[config.mk]
export PLATFORM = sky130hd
export DESIGN_NAME = tlc_demand_scheduler
export DESIGN_NICKNAME = d
export VERILOG_FILES = /design/src/rtl/tlc_demand_scheduler.sv
export SDC_FILE = /design/constraint.sdc
export NUM_CORES = 1
export LEC_CHECK = 0
export BUFFER_PORTS_ARGS = -buffer_cell sky130_fd_sc_hd__buf_2
export CORE_MARGIN = 3
export CORE_UTILIZATION = 54
export CTS_BUF_LIST = sky130_fd_sc_hd__clkbuf_8
export DETAILED_ROUTE_END_ITERATION = 12
export HOLD_SLACK_MARGIN = 0.02
export PLACE_DENSITY = 0.81
export SLEW_MARGIN = 30
export SYNTH_ARGS = -nofsm -noshare
export SYNTH_HDL_FRONTEND = slang
export SYNTH_SLANG_ARGS = --single-unit
export TNS_END_PERCENT = 50
[constraint.sdc]
create_clock -name clk -period 2.2 [get_ports clk]
set_input_delay 0.22 -clock clk [delete_from_list [all_inputs] [get_ports clk]]
set_output_delay 0.22 -clock clk [all_outputs]
set_load 0.02 [all_outputs]
[src/rtl/tlc_demand_scheduler.sv]
// Demand-actuated two-approach traffic phase scheduler with min/max green,
// yellow and all-red clearance, plus latched pedestrian walk service.
module tlc_demand_scheduler #(
    parameter int TW        = 6,
    parameter int MIN_GREEN = 10,
    parameter int MAX_GREEN = 32,
    parameter int YELLOW    = 4,
    parameter int ALL_RED   = 4,
    parameter int WALK      = 6
) (
    input  logic          clk,
    input  logic          reset,
    input  logic          veh_req_a,
    input  logic          veh_req_b,
    input  logic          ped_req_a,
    input  logic          ped_req_b,
    output logic          a_red,
    output logic          a_yellow,
    output logic          a_green,
    output logic          b_red,
    output logic          b_yellow,
    output logic          b_green,
    output logic          walk_a,
    output logic          walk_b,
    output logic [2:0]    phase,
    output logic [TW-1:0] timer
);

    typedef enum logic [2:0] {
        A_GREEN  = 3'd0,
        A_YEL    = 3'd1,
        A_ALLRED = 3'd2,
        B_GREEN  = 3'd3,
        B_YEL    = 3'd4,
        B_ALLRED = 3'd5
    } phase_e;

    localparam logic [TW-1:0] MIN_LAST = TW'(MIN_GREEN - 1);
    localparam logic [TW-1:0] MAX_LAST = TW'(MAX_GREEN - 1);
    localparam logic [TW-1:0] YEL_LAST = TW'(YELLOW - 1);
    localparam logic [TW-1:0] AR_LAST  = TW'(ALL_RED - 1);
    localparam logic [TW-1:0] WALK_T   = TW'(WALK);

    phase_e        phase_r;
    phase_e        phase_nxt_s;
    logic [TW-1:0] timer_r;
    logic [TW-1:0] timer_nxt_s;
    logic          ped_latch_a_r;
    logic          ped_latch_b_r;
    logic          walk_act_a_r;
    logic          walk_act_b_r;
    logic          dem_a_s;
    logic          dem_b_s;
    logic          a_exit_s;
    logic          b_exit_s;
    logic          green_s;
    logic          enter_a_s;
    logic          enter_b_s;
    logic          leave_a_s;
    logic          leave_b_s;

    assign dem_a_s = veh_req_a | ped_latch_a_r;
    assign dem_b_s = veh_req_b | ped_latch_b_r;

    // Green ends early only when the own approach has gone quiet; at max green it yields regardless.
    assign a_exit_s = (timer_r >= MIN_LAST) & dem_b_s & (~veh_req_a | (timer_r == MAX_LAST));
    assign b_exit_s = (timer_r >= MIN_LAST) & dem_a_s & (~veh_req_b | (timer_r == MAX_LAST));

    assign green_s   = (phase_r == A_GREEN) | (phase_r == B_GREEN);
    assign enter_a_s = (phase_nxt_s == A_GREEN) & (phase_r != A_GREEN);
    assign enter_b_s = (phase_nxt_s == B_GREEN) & (phase_r != B_GREEN);
    assign leave_a_s = (phase_r == A_GREEN) & (phase_nxt_s != A_GREEN);
    assign leave_b_s = (phase_r == B_GREEN) & (phase_nxt_s != B_GREEN);

    // Next phase and phase timer; illegal codes fall back to the A all-red clearance.
    always_comb begin
        phase_nxt_s = phase_r;
        timer_nxt_s = timer_r;
        case (phase_r)
            A_GREEN:  if (a_exit_s) phase_nxt_s = A_YEL;    else phase_nxt_s = A_GREEN;
            A_YEL:    if (timer_r == YEL_LAST) phase_nxt_s = A_ALLRED; else phase_nxt_s = A_YEL;
            A_ALLRED: if (timer_r == AR_LAST)  phase_nxt_s = B_GREEN;  else phase_nxt_s = A_ALLRED;
            B_GREEN:  if (b_exit_s) phase_nxt_s = B_YEL;    else phase_nxt_s = B_GREEN;
            B_YEL:    if (timer_r == YEL_LAST) phase_nxt_s = B_ALLRED; else phase_nxt_s = B_YEL;
            B_ALLRED: if (timer_r == AR_LAST)  phase_nxt_s = A_GREEN;  else phase_nxt_s = B_ALLRED;
            default:  phase_nxt_s = A_ALLRED;
        endcase
        if (phase_nxt_s != phase_r) begin
            timer_nxt_s = {TW{1'b0}};
        end else if (green_s && (timer_r == MAX_LAST)) begin
            timer_nxt_s = timer_r;
        end else begin
            timer_nxt_s = timer_r + TW'(1);
        end
    end

    // Phase and timer registers.
    always_ff @(posedge clk or negedge reset) begin
        if (!reset) begin
            phase_r <= A_GREEN;
            timer_r <= {TW{1'b0}};
        end else begin
            phase_r <= phase_nxt_s;
            timer_r <= timer_nxt_s;
        end
    end

    // Pedestrian latches: a press on the green-entry edge is held for the following green.
    always_ff @(posedge clk or negedge reset) begin
        if (!reset) begin
            ped_latch_a_r <= 1'b0;
            ped_latch_b_r <= 1'b0;
            walk_act_a_r  <= 1'b0;
            walk_act_b_r  <= 1'b0;
        end else begin
            if (enter_a_s) begin
                walk_act_a_r  <= ped_latch_a_r;
                ped_latch_a_r <= ped_req_a;
            end else begin
                ped_latch_a_r <= ped_latch_a_r | ped_req_a;
                if (leave_a_s) walk_act_a_r <= 1'b0;
                else           walk_act_a_r <= walk_act_a_r;
            end
            if (enter_b_s) begin
                walk_act_b_r  <= ped_latch_b_r;
                ped_latch_b_r <= ped_req_b;
            end else begin
                ped_latch_b_r <= ped_latch_b_r | ped_req_b;
                if (leave_b_s) walk_act_b_r <= 1'b0;
                else           walk_act_b_r <= walk_act_b_r;
            end
        end
    end

    assign a_green  = (phase_r == A_GREEN);
    assign a_yellow = (phase_r == A_YEL);
    assign a_red    = ~(a_green | a_yellow);
    assign b_green  = (phase_r == B_GREEN);
    assign b_yellow = (phase_r == B_YEL);
    assign b_red    = ~(b_green | b_yellow);

    // Walk fits inside minimum green, so it never overlaps yellow.
    assign walk_a = a_green & walk_act_a_r & (timer_r < WALK_T);
    assign walk_b = b_green & walk_act_b_r & (timer_r < WALK_T);

    assign phase = phase_r;
    assign timer = timer_r;

endmodule

# ---- Word level (Yosys, flattened, before mapping)
# Index checks and enable logic that the tools add are counted.
dict set report classes {
  bitwise 25
  n_eq_ne 12
  magnitude_cmp 2
  mux 15
  reduce_logical 7
  n_addsub 1
}
# operator count
set op_table {}
lappend op_table {{$pmux 3 s6} 1}
lappend op_table {{$and 1x1->1} 12}
lappend op_table {{$mux 6} 2}
lappend op_table {{$eq 3x2->1 const B} 3}
lappend op_table {{$mux 1} 9}
lappend op_table {{$or 1x1->1} 9}
lappend op_table {{$add 6x1->6 const B} 1}
lappend op_table {{$eq 3x3->1 const B} 2}
lappend op_table {{$eq 6x2->1 const B} 1}
lappend op_table {{$eq 6x5->1 const B} 1}
lappend op_table {{$ge 6x4->1 const B} 1}
lappend op_table {{$logic_not 3->1} 2}
lappend op_table {{$lt 6x3->1 const B} 1}
lappend op_table {{$mux 3} 2}
lappend op_table {{$ne 3x2->1 const B} 2}
lappend op_table {{$reduce_bool 3->1} 2}
lappend op_table {{$not 1->1} 4}
lappend op_table {{$reduce_bool 2->1} 2}
lappend op_table {{$eq 3x1->1 const B} 1}
lappend op_table {{$ne 3x3->1} 1}
lappend op_table {{$mux 2} 1}
lappend op_table {{$ne 2x2->1 const B} 1}
lappend op_table {{$logic_and 1x1->1} 1}
dict set report word_totals {
  reg_bits 13
  inputBits 6
}

# ---- Depth between registers and ports, before layout
dict set report logic_depth {
  depth_word 9
  mapped_depth 9
}

# ---- Worst setup path after synthesis
# Ideal clock, no wire load.
dict set report synth_timing {
  path_kind {register -> register}
  from {register timer_r[1], in the netlist timer[1]}
  to {register walk_act_b_r}
  setup_time_ps 126
  arrival_ps 2026
  stages_incl_launch_ff 10
  setup_slack_ps 48
  path_cell_list {dfrtp_1 inv_1 ha_1 or3b_4 o221a_4 nand3_1 nor3b_1 ha_1 nand2_1 o21ai_0}
}
dict set report synth_between {
  elab_chain_len 8
  elab_cells_between_ends 22
}
# element line
set synth_rtl {}
lappend synth_rtl {{start, declared} 46} ;# logic [TW-1:0] timer_r;
lappend synth_rtl {{start signal, assigned} 101} ;# timer_r <= {TW{1'b0}};
lappend synth_rtl {{start signal, assigned} 104} ;# timer_r <= timer_nxt_s;
lappend synth_rtl {{$ge 6x4->1 or $eq 6x5->1 (tied branches)} {66, 67}}
lappend synth_rtl {{$and 1x1->1, or another cell as far along} 67} ;# assign b_exit_s = (timer_r >= MIN_LAST) & dem_a_s & (~veh_req_b | (timer_r == MAX_LAST));
lappend synth_rtl {{$and 1x1->1 (on tied branches)} {67, 66}}
lappend synth_rtl {{$mux 3 or $mux 1 (tied branches)} {83, 80}}
lappend synth_rtl {{$pmux 3 s6 (*)} 79} ;# case (phase_r)
lappend synth_rtl {{$eq 3x2->1 or $ne 3x2->1 (tied branches)} {71, 73}}
lappend synth_rtl {{$and 1x1->1 (on tied branches)} {71, 73}}
lappend synth_rtl {{$mux 1 or $reduce_bool 2->1 (tied branches)} --}
lappend synth_rtl {{end signal, assigned} 125} ;# walk_act_b_r <= ped_latch_b_r;
lappend synth_rtl {{end signal, assigned} 130} ;# else walk_act_b_r <= walk_act_b_r;
lappend synth_rtl {{end, declared} 51} ;# logic walk_act_b_r;
# Mark *: on every way between the ends. The rest lies on a longest branch, timed or not.
# A chain may end at the register's enable or synchronous reset.

# ---- Worst setup path after layout
# Ends and elaborated chain as after synthesis.

==> key figures <==
Run status
  • Status: complete, no violations

Floorplanning
  • Die height: 47.8 um
  • Cell Rows: 14
  • Die width: 47.8 um
  • Core Box Area: 1580 sq um
  • Die area: 2290 sq um
  • I/O pin count: 23
  • Initial Util: 59.9%

Pwr
  • Power Total: 1.80 mW
  • PD cells: 1500 nW/um^2
  • Leakage power: 0.554 nW
  • Max IR drop VDD: 0.000861 V

Setup path
  • CP startpoint kind: flop
  • Worst Path Class, Setup: reg -> reg
  • CP endpoint kind: flop
  • Cell breakdown of the critical path: inv_1, ha_1, or3b_4, o221a_4, nand3_2, nor3b_2, ha_2, nand2_1, o21ai_0
  • Critical path's top delay family: simple AND/OR/NAND/NOR gates
  • Reg2Reg Setup Slack: 70 ps
  • Worst EP required: 2330 ps
  • Critical path arrival: 2260 ps
  • Crit-path max FO: 4
  • Bufs and invs on worst path: 1
  • Slowest stage delay, CP: 410 ps
  • Max stage delay cell, worst path: dfrtp_1

Logic synthesis
  • Post-Syn Instances: 101
  • Ys Warns: 0
  • Synth Register Bits: 13
  • Asr flop ratio synth: 100%
  • Post-synth EDFFs: 0
  • Area leader, netlist: dfrtp_1
  • Top cell type's share of synthesized area: 34.4%
  • Yosys cell types: 43
  • Synth top area cells: dfrtp_1 34%, ha_1 6.6%, o21ai_0 3.7%, nand2_1 3.6%, inv_1 3.2%
  • Top FF cell, synth: dfrtp_1
  • Post-synthesis sequential area ratio: 34.4%
  • Syn Std Cell Area: 945 sq um
  • Net Count, Synth: 112
  • Mean area per synthesized cell: 9.35 sq um

CTS
  • Post-CTS setup buffer count: 0
  • Clock Latency Late Sink: 250 ps
  • TritonCTS buffer count: 3
  • Clock transition at the registers of the reported paths: 60 ps
  • CTS tree: built
  • Clock buffer depth: 2
  • TritonCTS Sinks: 13
  • H-tree depth: 1
  • Root buffer cell: clkbuf_8

Layout
  • Final cell count without fillers: 149
  • Most frequent cells in the layout: 22 x buf_2, 12 x dfrtp_1, 9 x nand2_1, 9 x buf_4
  • Layout cells sized above 1: 42.1%
  • P&R area growth vs syn: 27.0%
  • Antenna cells: 0
  • Most common cell after layout, fill and taps aside: buf_2
  • Final #Nets: 145

Global routing
  • Largest net degree at the start of global routing: 14
  • Total track usage: 25.3%
  • First-pass GRT wire length: 3.96 mm
  • Initial antenna violation count: 0
  • Vias in the first global route: 851
  • Grt total ovfl: 0

Timing
  • Slew margin rel.: 63.6%
  • Fin. Hold Viols: 0
  • Tmin final: 2130 ps
  • Worst-Margin Slew: 543 ps
  • Clock skew: 2.78 ps
  • Period utilisation layout: 96.9%
  • Max Fclk: 0.469 GHz
  • Final Max Tran Viols: 0
  • Hold WS: 147 ps
  • Number of setup violations in the final report: 0

Detailed routing
  • Drt total wl: 2.52 mm
  • Drc violations: 0
  • Number of antenna-violating nets in the routed design: 0
  • Routed len/inst: 16.9 um
  • Starting DRT DRC Count: 28
  • Vias per cell: 6.24
  • Vias: 930
  • Drt pass-1 iters: 4

Placement
  • GPL Wtd Cong: 0.886
  • Port Buffers: 22
  • Placed Cells: 144
  • DP HPWL: 1.75 mm

Run
  • Maxcap violations: 0

Worst hold path
  • Hold Path Class: in -> reg
repair_timing:
item                       in CTS  in global routing
setup endpoints to repair       0                  4
hold endpoints to repair       13                  0
hold buffers                    1                  0
resized for setup               0                  8
cell usage after synthesis, drive strengths merged (2+ instances only):
master,count
a31oi,3
inv,8
nand3,3
and3,2
o21ai,7
nor2,4
buf,3
dfrtp,13
or2,3
ha,5
nand2,9
or3,4
a32oi,2
nand2b,3
nor4,2
a21oi,3
a21o,3
and2,2
final timing paths:
check / startpoint / to / cells after the start
min reg2reg: walk_act_b_r$_DFFE_PN0P_ / walk_act_b_r$_DFFE_PN0P_ / 2
max in group asynchronous: reset / timer[0]$_DFFE_PN0P_ / 2
max: timer[1]$_DFFE_PN0P_ / walk_act_b_r$_DFFE_PN0P_ / 9
max reg2reg: timer[1]$_DFFE_PN0P_ / walk_act_b_r$_DFFE_PN0P_ / 9
min in group asynchronous: reset / timer[2]$_DFFE_PN0P_ / 2
min: ped_req_a / ped_latch_a_r$_DFF_PN0_ / 2
flip-flops by register name, summed over array words and instances, names as in the netlist:
| register | flops |
|---|---|
| timer | 6 |
| walk_act_b_r | 1 |
| phase | 3 |
| ped_latch_b_r | 1 |
| walk_act_a_r | 1 |
| ped_latch_a_r | 1 |
final cells by class:
cell class | count | area (sq um)
sequential | 13 | 327
fill | 116 | 377
clock inverter | 1 | 5.00
clock buffer | 3 | 41.3
inverter | 8 | 30.0
tap | 16 | 20.0
timing repair buffer | 32 | 188
multi-input combinational | 76 | 589
where the power goes:
group          internal, mW  switching, mW
Combinational         0.473          0.706
Sequential            0.329         0.0745
Clock                 0.125         0.0960
Total                 0.927          0.876
metal layers:
layer / up-vias / global-route usage (%) / wire [um]
met5: - / 0 / 0
met4: 0 / 10.8 / 56
met3: 7 / 4.89 / 160
met2: 41 / 41.4 / 1230
met1: 452 / 32.5 / 1070
li1: 430 / - / -
cell families after synthesis:
kind of cell	count (synthesis)	share of synthesized area (%)
AOI/OAI and AO/OA	28	23.6
xor gates and xnor gates	2	1.85
adders and majority gates	5	6.62
buffers and inverters	12	5.83
DFF	13	34.4
muxes	1	1.06
and+or+nand+nor	40	26.6
through the flow:
stage | setup slack [ps] | TNS, ps | instance area (sq um) | utilization [%]
finish | 68.7 | 0 | 1200 | 76.1
CTS | 38.2 | 0 | 1170 | 74.4
floorplan | 48.0 | 0 | 945 | -
detailed placement | 47.5 | 0 | 1120 | 70.9
global route | -28.8 | -81.3 | 1200 | 76.1
global placement | 87.0 | 0 | 1120 | 70.9
(Power assumes the default switching activity.)
